$ cat src/rtl/bram_req_adapter.sv
// Valid/ready request front end for one port of a 1-cycle-latency BRAM.
// Every accepted request produces one response, buffered in order so consumers can backpressure.
module bram_req_adapter #(
  parameter int unsigned ADDR_W     = 15,
  parameter int unsigned DATA_W     = 64,
  parameter int unsigned RESP_DEPTH = 4
) (
  input  logic                clock,
  input  logic                reset,
  input  logic                req_valid,
  output logic                req_ready,
  input  logic [ADDR_W-1:0]   req_addr,
  input  logic [DATA_W/8-1:0] req_wmask,
  input  logic [DATA_W-1:0]   req_wdata,
  output logic                resp_valid,
  input  logic                resp_ready,
  output logic                resp_write,
  output logic [DATA_W-1:0]   resp_data,
  output logic                busy,
  output logic                bram_EN,
  output logic [DATA_W/8-1:0] bram_WE,
  output logic [ADDR_W-1:0]   bram_ADDR,
  output logic [DATA_W-1:0]   bram_DI,
  input  logic [DATA_W-1:0]   bram_DO
);

  localparam int unsigned PTR_W = $clog2(RESP_DEPTH);
  localparam int unsigned CNT_W = $clog2(RESP_DEPTH + 1);

  logic                  inflight_q, inflight_d;
  logic                  inflight_wr_q, inflight_wr_d;
  logic [PTR_W-1:0]      wptr_q, wptr_d;
  logic [PTR_W-1:0]      rptr_q, rptr_d;
  logic [CNT_W-1:0]      count_q, count_d;
  logic [DATA_W-1:0]     fifo_data_q [RESP_DEPTH];
  logic [RESP_DEPTH-1:0] fifo_wr_q;

  logic             fire, push, pop;
  logic [CNT_W-1:0] outstanding;

  // Credit check looks only at registered state, so req_ready never depends on resp_ready.
  assign outstanding = count_q + CNT_W'(inflight_q);
  assign req_ready   = !reset && (outstanding < CNT_W'(RESP_DEPTH));
  assign fire        = req_valid && req_ready;
  assign push        = inflight_q;
  assign resp_valid  = (count_q != '0);
  assign pop         = resp_valid && resp_ready;
  assign busy        = (outstanding != '0);

  assign bram_EN   = fire;
  assign bram_WE   = fire ? req_wmask : '0;
  assign bram_ADDR = req_addr;
  assign bram_DI   = req_wdata;

  assign resp_data  = fifo_data_q[rptr_q];
  assign resp_write = fifo_wr_q[rptr_q];

  always_comb begin
    inflight_d    = fire;
    inflight_wr_d = fire && (req_wmask != '0);
    wptr_d        = push ? wptr_q + PTR_W'(1) : wptr_q;
    rptr_d        = pop ? rptr_q + PTR_W'(1) : rptr_q;
    count_d       = count_q + CNT_W'(push) - CNT_W'(pop);
  end

  always_ff @(posedge clock or posedge reset) begin
    if (reset) begin
      inflight_q    <= 1'b0;
      inflight_wr_q <= 1'b0;
      wptr_q        <= '0;
      rptr_q        <= '0;
      count_q       <= '0;
    end else begin
      inflight_q    <= inflight_d;
      inflight_wr_q <= inflight_wr_d;
      wptr_q        <= wptr_d;
      rptr_q        <= rptr_d;
      count_q       <= count_d;
    end
  end

  // Storage needs no reset: an entry is only visible once count_q covers it.
  always_ff @(posedge clock) begin
    if (push) begin
      fifo_data_q[wptr_q] <= inflight_wr_q ? '0 : bram_DO;
      fifo_wr_q[wptr_q]   <= inflight_wr_q;
    end
  end

endmodule

$ cat config.mk
export PLATFORM = sky130hd
export DESIGN_NAME = bram_req_adapter
export DESIGN_NICKNAME = d
export VERILOG_FILES = /design/src/rtl/bram_req_adapter.sv
export SDC_FILE = /design/constraint.sdc
export NUM_CORES = 1
export LEC_CHECK = 0
export ABC_AREA = 1
export CAP_MARGIN = 15
export CORE_UTILIZATION = 53
export DETAILED_ROUTE_END_ITERATION = 6
export PLACE_DENSITY = 0.95
export SETUP_SLACK_MARGIN = 0.4
export SLEW_MARGIN = 0
export SYNTH_ARGS = -nofsm -noshare
export SYNTH_HDL_FRONTEND = slang
export SYNTH_SLANG_ARGS = --single-unit
$ cat constraint.sdc
create_clock -name clock -period 3.46 [get_ports clock]
set_input_delay 0.692 -clock clock [delete_from_list [all_inputs] [get_ports clock]]
set_output_delay 0.692 -clock clock [all_outputs]
set_load 0.01 [all_outputs]
==> impl_metrics.csv <==
group,metric,value,unit
drt,via_per_inst,5.308,
power,vdd_ir_drop_max,0.4459,mV
synthesis,synth_top_family_by_area,"buffers and inverters",
finish,insertedDiodeCount,0,
synthesis,synth_mux_area_frac,0,
critical_path,critPathRequiredTime,2.77,ns
die,coreArea,22030,um^2
drt,num_vias,7575,
cts,path_clk_slew,0.06,ns
critical_path,crit_type,"register to output pin",
power,power_density,781.9,nW/um^2
finish,nets,1298,
grt,grt_pass1_wl,41400,um
drt,final_antenna_net_count,0,
outcome,violations,"design-rule violations",
synthesis,synth_fp_nets,1224,
finish,final_cell_mix,"260 x edfxtp_1, 218 x inv_1, 149 x nand2_1, 144 x clkdlybuf4s50_1, 79 x nor2_1",
critical_path,cp_data_arrival_time,2.34,ns
synthesis,yosys_register_bits,269,
hold_path,hp-class,"register to register",
critical_path,r2r_slack,1.43,ns
sta,slew_headroom,0.5861,
cts,cts_buffers,27,
cts,cts.sinks,269,
die,rows,54,
die,die_h,152.4,um
finish,area_growth,16.58,%
drt,drt_pass1_iterations,7,
sta,finalSetupViolCount,0,
drt,post_drt_wl_per_cell,19.20,um
sta,rsz0062_at_grt,"yes",
finish,drive_above_1_share,0.05929,
finish,fillerInstances,1537,
placed_design,portBuffers,152,
sta,setup_tns,0,ns
sta,max_freq,330.0,MHz
synthesis,synthAdderAreaFrac,0.008350,
critical_path,crit_path_start_kind,"register",
die,initial_core_util,0.5443,
critical_path,crit_fanout,8,
drt,wl,27390,um
synthesis,synth-simple-area-share,0.07463,
synthesis,ys_warn_count,0,
synthesis,synth_cell_types,19,
grt,grt_pass1_vias,7751,
drt,drc,28,
grt,gr-usage-all-layers,0.2312,
critical_path,path_buf_inv,3,
critical_path,critPathSlowestCell,"clkdlybuf4s50_1",
synthesis,ys_seq_area_frac,0.6701,
outcome,status,"finished, violations left",
grt,grt_max_degree,74,
sta,fin_worst_skew,0.01271,ns
synthesis,syn_area_per_cell,11.30,um^2
cts,insertion_delay,0.51,ns
sta,slew_violations,0,
die,io_pins,311,
finish,mostFrequentLayoutCell,"edfxtp_1",
grt,grt-ovfl-total,0,
grt,antenna_found_initial,0,
critical_path,cp-end-kind,"output pin",
sta,worstMarginPinSlew,0.6201,ns
placed_design,dp_hpwl,17240,um
critical_path,cp_top_family,"buffers and inverters",
power,p_leak,5.805,nW
run,cap_violations,0,
critical_path,cpPeakStageDelay,0.54,ns
die,die_area,23220,um^2
cts,htree_levels,1,
cts,cts_root_buffer,"clkbuf_16",
synthesis,syn_area,11990,um^2
finish,instances_no_fill,1427,
critical_path,crit_chain,"ha_1 -> ha_1 -> inv_1 -> nand2_1 -> nand2_2 -> nand3_4 -> inv_1 -> clkdlybuf4s50_1",
synthesis,netlist_instances,1061,
sta,fin_hold_ws,0.5547,ns
cts,cts_tree,"done",
sta,period_needed,3.030,ns
drt,drt_iter0_drc,533,
sta,hold_viol,0,
synthesis,synth_compound_area_frac,0.09540,
placed_design,dp_cells,1378,
cts,clockBufferDepth,3,
sta,fin_crit_sh,0.8757,
synthesis,yosys.area_share.xor_xnor,0.0007306,
placed_design,place.gp.congestion,0.7584,
die,dieWidth,152.4,um
final cells by class:
cell class                 count  area (um^2)  area share
clock buffer                  32        694.4     0.04969
clock inverter                 9        67.56    0.004834
timing repair buffer         176         1826      0.1306
sequential                   269         8043      0.5755
tap                          280        350.3     0.02507
inverter                     222        838.3     0.05998
multi-input combinational    439         2157      0.1543
layer usage:
layer,routed length [um],track usage
met2,14840,0.4404
met5,0,0
met4,742,0.08309
met1,9472,0.2464
met3,2336,0.05660
path summary, 6_finish.rpt:
path / from / to / cells past startpoint
max: inflight_q$_DFF_PP0_ / bram_EN / 8
min: wptr_q[0]$_DFFE_PP0P_ / wptr_q[0]$_DFFE_PP0P_ / 1
max reg2reg: wptr_q[0]$_DFFE_PP0P_ / fifo_data_q[2][29]$_DFFE_PP_ / 5
min reg2reg: wptr_q[0]$_DFFE_PP0P_ / wptr_q[0]$_DFFE_PP0P_ / 1
max in group asynchronous: reset / rptr_q[1]$_DFFE_PP0P_ / 3
min in group asynchronous: reset / inflight_wr_q$_DFF_PP0_ / 3
registers in the layout, summed over array words and instances, names as in the netlist:
name           count
fifo_wr_q          4
inflight_wr_q      1
count_q            3
inflight_q         1
rptr_q             2
fifo_data_q      256
wptr_q             2
synthesized netlist by cell type, drive strengths merged:
| cell | number | area (um^2) |
|---|---|---|
| clkbuf | 13 | 52.55 |
| xor2 | 1 | 8.760 |
| ha | 8 | 100.1 |
| nand3 | 3 | 20.02 |
| a21oi | 65 | 325.3 |
| dfrtp | 9 | 225.2 |
| buf | 118 | 922.1 |
| nand2 | 150 | 563.0 |
| o211ai | 65 | 488.0 |
| edfxtp | 260 | 7807 |
| nor2 | 79 | 296.5 |
| o21ai | 66 | 330.3 |
| inv | 222 | 833.3 |
| nand3b | 2 | 15.01 |
per-stage QoR:
step / setup WS, ns / util / instance area (um^2) / power (mW)
3_5_place_dp: 0.6254 / 0.5945 / 13090 / 8.186
5_1_grt: 0.3368 / 0.6345 / 13980 / 11.46
2_1_floorplan: 1.099 / - / 11990 / 6.625
6_report: 0.4300 / 0.6345 / 13980 / 10.93
4_1_cts: 0.3974 / 0.6327 / 13940 / 10.92
3_3_place_gp: 0.7238 / 0.5945 / 13090 / 7.993
repair_timing:
| item | CTS | global route |
|---|---|---|
| setup endpoints to repair | 65 | 36 |
| setup buffers | 5 | 3 |
| hold buffers | 0 | 0 |
| gates resized for setup | 4 | 7 |
kinds of logic after synthesis:
logic type	count (synthesis)
compound gates	196
xor+xnor	1
fa+ha+maj	8
buf+inv	353
flops	269
simple gates	234
report_power, final:
part	switching [mW]	leakage, nW	internal, mW
clock network	1.09	0.379	1.48
logic	2.35	2.95	1.82
registers	0.178	2.47	4.00
Note: power is estimated with default switching activity, not from simulation.
==> RTL change 1 (same flow settings) <==
The parameter `RESP_DEPTH` goes from 4 to 2.
--- a/src/rtl/bram_req_adapter.sv
+++ b/src/rtl/bram_req_adapter.sv
@@ -3,7 +3,7 @@
 module bram_req_adapter #(
   parameter int unsigned ADDR_W     = 15,
   parameter int unsigned DATA_W     = 64,
-  parameter int unsigned RESP_DEPTH = 4
+  parameter int unsigned RESP_DEPTH = 2
 ) (
   input  logic                clock,
   input  logic                reset,
Behaviour: not the same (Yosys sat finds a counterexample within 4 cycles, from zero or initial values and one cycle with reset high).
==> RTL change 1 against the unedited design <==
- power is 44% lower
- global-route usage is 0.48 points higher
- sequential cell count is 133 lower
- routed wire length is 48% lower
- combinational power is 50% lower
- register-to-register slack better by 0.06 ns
- sequential power is 48% lower
- clock power is 25% lower
- largest cell class unchanged
- utilization is 6.2 points higher
- non-clock buffer count is 17 lower
- worst hold slack worse by 0.0022 ns
- area after synthesis is 48% lower
- design area is 43% lower
- worst setup slack better by 0.072 ns
==> RTL change 1: results <==
[finish]
nets = 849
fill_cells = 752
layout-drive-gt1-share_pct = 6.52

[setup_path]
slowest_delay_ns = 0.58
r2r_end = "fifo_data_q[1][12]"
cp_data_arrival_time_ns = 2.27
ff2ff_setup_slack_ns = 1.49
reg2reg_depth = 3
slowest_stage = "buf_4"
worstPathMaxFanout = 66
reg2reg_from = "wptr_q"

[global_routing]
grt_use_total_pct = 23.6
grt_pass1_wl_mm = 22.0
grt_start_max_net_pins = 67
grt_pass1_vias = 4578

[sta]
slew-limit-headroom_pct = 36.1
period_share_pct = 85.5
clock_skew_ns = 0.0121
whs_ns = 0.552

[yosys]
yosys-top-cells-area = "edfxtp_1 (63%), nand2_1 (13%), buf_4 (10%), inv_1 (4.8%), nor2_1 (4.8%)"
ys_seq_area_share_pct = 65.1
synth_common_cells = "nand2_1 (208), edfxtp_1 (130), buf_4 (84)"
synth_cell_types = 14
synth_area_per_cell_um2 = 10.1
synthArstFlopShare_pct = 4.41

[placement]
dpl-instance-area_mm2 = 0.00730
dp_hpwl_mm = 9.10
dp_cells = 815

[cts]
max-clock-path-buffers = 2
clkLatencyLatePin_ns = 0.41
cts_setup_buffers = 0
htree_levels = 4

[pwr]
cellPowerDensity_mw_per_mm2 = 775
power.leakage_nw = 3.44
ir_worst_vdd_uv = 484
power.switching_mw = 1.87
clockPowerShare_pct = 31.1
power_frac_comb_pct = 33.7

[route]
viasPerCell = 4.96
drtIter0Drc = 240
m1WireLength_mm = 4.89
drt-total-wl_mm = 14.2
dr.pass1.iters = 4
met2_length_mm = 7.79

[hold_path]
min_from = "inflight_q"
min_to = "wptr_q"

[outcome]
status = "completed"
[RTL change 1: what timing repair did]
action | CTS | global route
setup endpoints to repair | 1 | 0
resized for setup | 1 | 0
hold endpoints to repair | 0 | 0
[RTL change 1: final cells by class]
class                           instances  area (um^2)  share of cell area (%)
Clock buffer                           18          429                    5.40
Clock inverter                         14          205                    2.58
Inverter                               83          312                    3.92
Tap cell                              143          179                    2.25
Timing Repair Buffer                  159         1610                    20.3
Multi-Input combinational cell        295         1160                    14.6
Sequential cell                       136         4060                    51.0
[RTL change 1: cell families after synthesis]
family	share of synthesized area [%]
adder cells (fa/ha/maj)	0.402
AND/OR/NAND/NOR	17.8
XOR/XNOR	0.141
AO/OA/AOI/OAI	0.121
buffers and inverters	16.4
flip-flops	65.1
[RTL change 1: metal layers]
layer | vias up | global-route usage, %
met5 | - | 0
met4 | 0 | 11.3
met3 | 42 | 10.6
met2 | 192 | 42.2
met1 | 2003 | 22.9
li1 | 1973 | -
==> RTL change 2 (config.mk and constraints unchanged) <==
Without the edit above. Make the reset (`reset`) synchronous in one clocked block.
--- a/src/rtl/bram_req_adapter.sv
+++ b/src/rtl/bram_req_adapter.sv
@@ -63,7 +63,7 @@
     count_d       = count_q + CNT_W'(push) - CNT_W'(pop);
   end
 
-  always_ff @(posedge clock or posedge reset) begin
+  always_ff @(posedge clock) begin
     if (reset) begin
       inflight_q    <= 1'b0;
       inflight_wr_q <= 1'b0;
Check against the original RTL: differs if reset is asserted again (counterexample within 4 cycles, from zero or initial values and one cycle with reset high); with reset held inactive, the same outputs for 4 cycles.
==> RTL change 2 against the unedited design <==
- clock skew fell by 0.0011 ns
- area after synthesis shrank 5.2%
- sequential cell count up 2
- design area is 3.8% lower
- worst setup slack better by 0.045 ns
- non-clock buffer count down 4
- power shrank 16%
- global-route usage up 0.59 points
- first-iteration DRC count up 20%
- via count down 4.4%
- routed wire length decreased by 2.5%
- highest routed layer unchanged
- largest power group unchanged
==> RTL change 2: results <==
[placement]
gp_congestion = 0.736
dp_hpwl_mm = 15.9
dpl-instance-area_mm2 = 0.0125
post-place-ws_ns = 0.517

[yosys]
yosys-top-cells-area = "edfxtp_1 (69%), nor2_1 (7.1%), buf_4 (5.6%), o22ai_1 (3.5%), o21ai_0 (3.4%)"
synth_compound_area_share_pct = 9.62
synthAdderAreaFrac_pct = 0.881
synth_common_cells = "edfxtp_1 (260), nor2_1 (215), inv_1 (89)"
ys_seq_area_share_pct = 70.6
synth_cell_types = 21
syn_nets = 1098
synthArstFlopShare_pct = 0
syn_inst = 935
synth_seq_cells = 271
synthXorXnorAreaFrac_pct = 0

[finish]
nNonClkBuffers = 172
fill_cells = 1402
nClkBuffers = 28
area_delta_synth_final_pct = 18.3
nNonClkInverters = 91
clock_area_share_pct = 5.71
regArea_mm2 = 0.00804
diodes = 0
area_share_nonclk_buffers_pct = 13.7
nMultiInputCombCells = 445
nets = 1169
multi_input_area_share_pct = 15.6

[route]
dr.pass1.iters = 5
drtIter0Drc = 641
viasPerCell = 5.58
routedWlPerCell_um = 20.6
vias = 7242

[global_routing]
grt_util_met1_pct = 26.6
use_met2_pct = 42.7
grt_use_total_pct = 23.7
grt_pass1_wl_mm = 39.2
grt_start_max_net_pins = 69
grt_util_met3_pct = 3.44

[setup_path]
cp_data_arrival_time_ns = 2.29
slowest_delay_ns = 0.60
ff2ff_setup_slack_ns = 1.58
worstPathMaxFanout = 38

[sta]
period_share_pct = 86.3
tightest_slew_ns = 0.845
whs_ns = 0.542
clock_skew_ns = 0.0116

[hold_path]
min_path_cells = 2

[cts]
cts.repair.resized = 19
cts_buffers = 25
htree_levels = 1

[pwr]
power.switching_mw = 2.68
ir_worst_vdd_uv = 512
power.leakage_nw = 4.95

[outcome]
status = "completed"

[floorplanning]
tap_cells = 275
## RTL change 2: worst paths after layout
path | from | endpoint
setup / recovery | flip-flop | resp_data[5]
hold reg to reg | wptr_q[1] | wptr_q[1]
setup reg to reg | wptr_q[1] | fifo_data_q[1][63]
hold / removal | wptr_q[1] | wptr_q[1]
## RTL change 2: routing by layer
metal  wire (um)  vias to the layer above
met5           0                        -
met4        1360                        0
met3        1920                      101
met2       14500                      391
met1        8980                     3447
li1            -                     3303
## RTL change 2: power by group through the flow
| stage | Combinational, mW | Clock [mW] | Sequential (mW) |
|---|---|---|---|
| after floorplan | 1.44 | 0 | 3.98 |
| after global placement | 2.33 | 0 | 4.05 |
| after detailed placement | 2.41 | 0 | 4.06 |
| after CTS | 2.62 | 2.60 | 3.96 |
| after global routing | 2.81 | 2.71 | 3.97 |
| final | 2.64 | 2.58 | 3.96 |
## RTL change 2: worst min-delay path: cells and delay by family, from the launching register on
family | cells | cell delay, ns
compound gates | 1 | 0.07
buf+inv | 1 | 0.10
flops | 1 | 0.33
